$ cat config.mk
export PLATFORM = sky130hd
export DESIGN_NAME = branch_resolve_bht
export DESIGN_NICKNAME = d
export VERILOG_FILES = /design/src/rtl/branch_resolve_bht.sv
export SDC_FILE = /design/constraint.sdc
export NUM_CORES = 1
export LEC_CHECK = 0
export CAP_MARGIN = 5
export CORE_UTILIZATION = 49
export CTS_BUF_LIST = sky130_fd_sc_hd__clkbuf_4
export DETAILED_ROUTE_END_ITERATION = 10
export HOLD_SLACK_MARGIN = 0.12
export PLACE_DENSITY = 0.88
export SETUP_SLACK_MARGIN = 0.4
export SLEW_MARGIN = 40
export SYNTH_ARGS = -nofsm -noshare
export SYNTH_HDL_FRONTEND = slang
export SYNTH_SLANG_ARGS = --single-unit
$ cat constraint.sdc
create_clock -name clk -period 2.1 [get_ports clk]
set_input_delay 0.525 -clock clk [delete_from_list [all_inputs] [get_ports clk]]
set_output_delay 0.525 -clock clk [all_outputs]
set_load 0.01 [all_outputs]
$ cat src/rtl/branch_resolve_bht.sv
// EX-stage conditional-branch resolver with a PC-indexed table of 2-bit saturating counters.
// Issues a registered one-cycle redirect on mispredict and serves combinational IF lookups.
module branch_resolve_bht #(
  parameter int INDEX_W    = 4,
  parameter int DATA_WIDTH = 16
) (
  input  logic                  clk,
  input  logic                  rst_n,
  input  logic [DATA_WIDTH-1:0] if_pc,
  output logic                  if_pred_taken,
  input  logic                  ex_valid,
  input  logic                  ex_is_branch,
  input  logic [1:0]            ex_cond,
  input  logic                  ex_stall,
  input  logic [DATA_WIDTH-1:0] ex_pc,
  input  logic [DATA_WIDTH-1:0] ex_pc_plus2,
  input  logic [DATA_WIDTH-1:0] ex_target,
  input  logic                  ex_pred_taken,
  input  logic                  alu_zf,
  input  logic                  alu_sf,
  output logic                  redirect_valid,
  output logic [DATA_WIDTH-1:0] redirect_pc,
  output logic [15:0]           br_count,
  output logic [15:0]           mispred_count
);

  localparam int ENTRIES = 2 ** INDEX_W;

  typedef enum logic [1:0] {
    COND_BEQZ = 2'b00,
    COND_BNEZ = 2'b01,
    COND_BLTZ = 2'b10,
    COND_BGEZ = 2'b11
  } cond_e;

  // Saturating 2-bit counter step toward the actual outcome.
  function automatic logic [1:0] ctr_next(input logic [1:0] c, input logic t);
    logic [1:0] n;
    if (t) begin
      n = (c == 2'b11) ? 2'b11 : c + 2'b01;
    end else begin
      n = (c == 2'b00) ? 2'b00 : c - 2'b01;
    end
    return n;
  endfunction

  function automatic logic [15:0] sat_inc(input logic [15:0] v);
    return (v == 16'hFFFF) ? 16'hFFFF : v + 16'h0001;
  endfunction

  logic [1:0]         bht_r [ENTRIES];
  logic [INDEX_W-1:0] if_idx_s;
  logic [INDEX_W-1:0] ex_idx_s;
  logic               resolve_s;
  logic               taken_s;
  logic               mispred_s;
  logic               unused_s;

  assign if_idx_s = if_pc[INDEX_W:1];
  assign ex_idx_s = ex_pc[INDEX_W:1];
  assign unused_s = ^{if_pc[DATA_WIDTH-1:INDEX_W+1], if_pc[0],
                      ex_pc[DATA_WIDTH-1:INDEX_W+1], ex_pc[0]};

  // Lookup reads the stored state, so a same-cycle update is seen only next cycle.
  assign if_pred_taken = bht_r[if_idx_s][1];

  // A branch in the shadow of a redirect is on the wrong path and is squashed.
  assign resolve_s = ex_valid & ex_is_branch & ~ex_stall & ~redirect_valid;

  // Actual branch outcome from the ALU flags.
  always_comb begin
    taken_s = 1'b0;
    case (cond_e'(ex_cond))
      COND_BEQZ: taken_s = alu_zf;
      COND_BNEZ: taken_s = ~alu_zf;
      COND_BLTZ: taken_s = alu_sf;
      COND_BGEZ: taken_s = ~alu_sf;
      default:   taken_s = 1'b0;
    endcase
  end

  assign mispred_s = resolve_s & (taken_s != ex_pred_taken);

  // Branch history table training.
  always_ff @(posedge clk or negedge rst_n) begin
    if (!rst_n) begin
      for (int i = 0; i < ENTRIES; i++) begin
        bht_r[i] <= 2'b01;
      end
    end else if (resolve_s) begin
      bht_r[ex_idx_s] <= ctr_next(bht_r[ex_idx_s], taken_s);
    end
  end

  // Redirect pulse and corrected fetch address.
  always_ff @(posedge clk or negedge rst_n) begin
    if (!rst_n) begin
      redirect_valid <= 1'b0;
      redirect_pc    <= {DATA_WIDTH{1'b0}};
    end else begin
      redirect_valid <= mispred_s;
      if (mispred_s) begin
        redirect_pc <= taken_s ? ex_target : ex_pc_plus2;
      end
    end
  end

  // Saturating resolve and mispredict statistics.
  always_ff @(posedge clk or negedge rst_n) begin
    if (!rst_n) begin
      br_count      <= 16'h0000;
      mispred_count <= 16'h0000;
    end else begin
      if (resolve_s) begin
        br_count <= sat_inc(br_count);
      end
      if (mispred_s) begin
        mispred_count <= sat_inc(mispred_count);
      end
    end
  end

endmodule

==> impl_results.md <==
* Outcome: complete, but fails checks
* Failing checks: setup timing
* First-pass GRT wire length at 22540 µm
* Worst hold start: redirect_pc[2]
* TritonCTS clock tree: built
* Dpl cell area at 0.005947 mm²
* Static leakage at about 3.5 nW
* IO Count at 124
* R2R Path End: bht_r[7]
* Worst Hold End: redirect_pc[2]
* Clk sinks at 81
* WS Path Type: register to output pin
* Top FF cell, synth: dfrtp_1
* Synth cell count leaders: 65 x dfrtp_1, 54 x nand2_1, 42 x mux2_2
* Hold Path Class: register to register
* Die area at 0.009171 mm²
* Worst Skew at 0.03391 ns
* HPWL after detailed placement at just under 8000 µm
* Clock Pin Slew Worst Setup and Hold Paths at between 0.1 and 0.15 ns
* Final hold slack at 0.5270 ns
* Critical Path Source Type: register
* Clock Latency Late Sink at 0.46 ns
* Most frequent cell after synthesis: dfrtp_1
* Drt drc at 0
* Final Hold Fails at 0
* Die W at roughly 96 µm
* Max FO, Critical Path at 2
* Final nets at 687
* Vias in the first global route at 4396
* Synth Area per Inst at 11.25 µm²
* Vias per cell at 6.248
* Share of the synthesized area in the top cell type at 37.76%
* Total Neg Setup Slack at -1.562 ns
* Post-synth EDFFs at 0
* Register area share after synthesis at 47.52%
* DR pass1 iterations at 8
* Root cell of the clock tree: clkbuf_4
* Area Overhead vs Synth at 73.37%
* Mapped Area at 0.004308 mm²
* # port buffers at 99
* Max IR drop VDD at 0.5564 mV
* Fmax at 0.4025 GHz
* Arrival @ worst endpoint at 1.96 ns
* CTS buffer count at 9
* Clock buffer depth at 2
* Worst reg2reg path depth at 8
* Hold path depth at 2
* Final worst slack at -0.3842 ns
* FF-to-FF setup slack at -0.10 ns
* Starting Density at 51.40%
* Count of non-filler cells in the finished layout at between 700 and 800
* Antenna violations before repair at 1
* Tightest Pin Transition at 0.5387 ns
* Synth warn at 0
* Die Height at about 96 µm
* Netlist cell types at 42
* Largest net degree at the start of global routing at between 40 and 50
* Max-slew violations at 0
* H-tree depth at 3
* Via count at 4511
* FFs w/ async S/R, synth at 100.0%
* Filler cells at between 300 and 400
* Post-Syn Instances at 383
* Min Clock Period, post-route at ~2.5 ns
* Syn nets at 459
* Max-cap violations at 0
* Pwr/cell area at 663.1 mW/mm²
* Reg2Reg Launch Point: bht_r[1]
* Endpoints failing setup at 17
* Placed insts at 624
* Synth area leaders: dfrtp_1 38%, mux2_2 11%, dfstp_2 9.8%
* Yosys top cell by area: dfrtp_1
* Layout cells sized above 1 at 54.71%
* Final Cycle Share at 118.3%
* Routability Congestion at 0.8894
* Final Cell Area at 0.007468 mm²
* Synth Register Bits at 81
* Congestion Overflow GR at 0
* Rows at 33
* Slew HR at 64.09%
* CP required at around 1.6 ns
* Detailed Route Iter0 Violations at 259
* DR WL/cell at 23.62 µm
* Final ANT Viol Nets at 0
* Core area at 0.008382 mm²
* Routed wire length at roughly 17000 µm
* Setup crit end kind: output pin
* RSZ-0062 raised after global routing: yes
* GRT Total Usage at 33.33%
-- worst max path at each step --
stage                     startpoint       endpoint  cells after the start
after floorplan             if_pc[1]  if_pred_taken                      2
after global placement      if_pc[1]  if_pred_taken                      4
after detailed placement    if_pc[1]  if_pred_taken                      4
after CTS                   bht_r[1]  if_pred_taken                      3
after global routing        bht_r[1]  if_pred_taken                      3
final                       bht_r[3]  if_pred_taken                      3
-- cell type report --
type / count / area [µm²] / area share, %
Antenna cell: 1 / 2.502 / 0.03351
Clock buffer: 11 / 82.58 / 1.106
Clock inverter: 5 / 55.05 / 0.7371
Inverter: 9 / 33.78 / 0.4523
Multi-Input combinational cell: 280 / 2949 / 39.49
Sequential cell: 81 / 2054 / 27.51
Tap cell: 105 / 131.4 / 1.759
Timing Repair Buffer: 230 / 2160 / 28.92
-- flip-flops by register name, summed over array words and instances, names as in the netlist --
name            count
bht_r              32
br_count           16
mispred_count      16
redirect_pc        16
redirect_valid      1
-- cells in the final DEF, fill, tap and decap left out, types with 11 or more instances in the layout --
master	netlist	final
clkdlybuf4s15_1	0	24
o21ai_2	0	13
nand2_4	0	13
nor2_4	1	11
dlygate4sd2_1	0	24
nand2_1	54	28
mux2i_1	23	21
clkbuf_4	0	11
nand4_1	14	14
nand2_2	0	12
buf_4	1	87
mux2_4	0	42
clkdlybuf4s50_1	0	36
dfrtp_1	65	59
buf_6	1	36
mux4_2	5	12
dfstp_2	16	16
-- worst max-delay path: stages (launching register included) --
cell and delay [ns]:
dfrtp_1 0.43, mux4_2 0.46, mux4_2 0.48, buf_6 0.13
-- metal layers --
metal	part of all wire, %	track usage [%]	up-vias
met5	0	0	-
met4	5.7	14.68	0
met3	7.5	8.215	99
met2	51	57.50	337
met1	36	39.44	2223
li1	-	-	1852
-- report_power, final --
group          switching, W  internal [W]
combinational      0.000950      0.000994
clock              0.000610      0.000389
sequential         0.000178       0.00183
total               0.00174       0.00321
-- per-stage QoR --
step | worst slack (ns) | util [%] | total power, W
2_1_floorplan | 0.08589 | - | 0.002568
3_3_place_gp | -1.045 | 70.95 | 0.003219
3_5_place_dp | -1.064 | 70.95 | 0.003280
4_1_cts | -0.3542 | 83.76 | 0.004444
5_1_grt | -0.4547 | 89.10 | 0.005131
6_report | -0.3842 | 89.10 | 0.004952
-- cell families (layout without fill, tap and decap cells) --
logic type / Yosys count / after routing / synth area share [%]
compound gates: 37 / 37 / 4.822
fa+ha+maj: 2 / 2 / 0.5808
flops: 81 / 81 / 47.52
buf+inv: 22 / 255 / 2.265
xor+xnor: 14 / 14 / 3.660
other cells: 0 / 1 / 0
simple gates: 148 / 148 / 17.02
mux: 79 / 79 / 24.14
-- repair_timing --
item | in CTS | in global routing
cloned | 3 | 0
gates resized for setup | 261 | 86
setup endpoints to repair | 130 | 121
hold buffers | 1 | 0
buffers inserted | 51 | 26
pin swaps | 54 | 37
hold endpoints to repair | 22 | 0
Power figures use the tool's default switching activity.
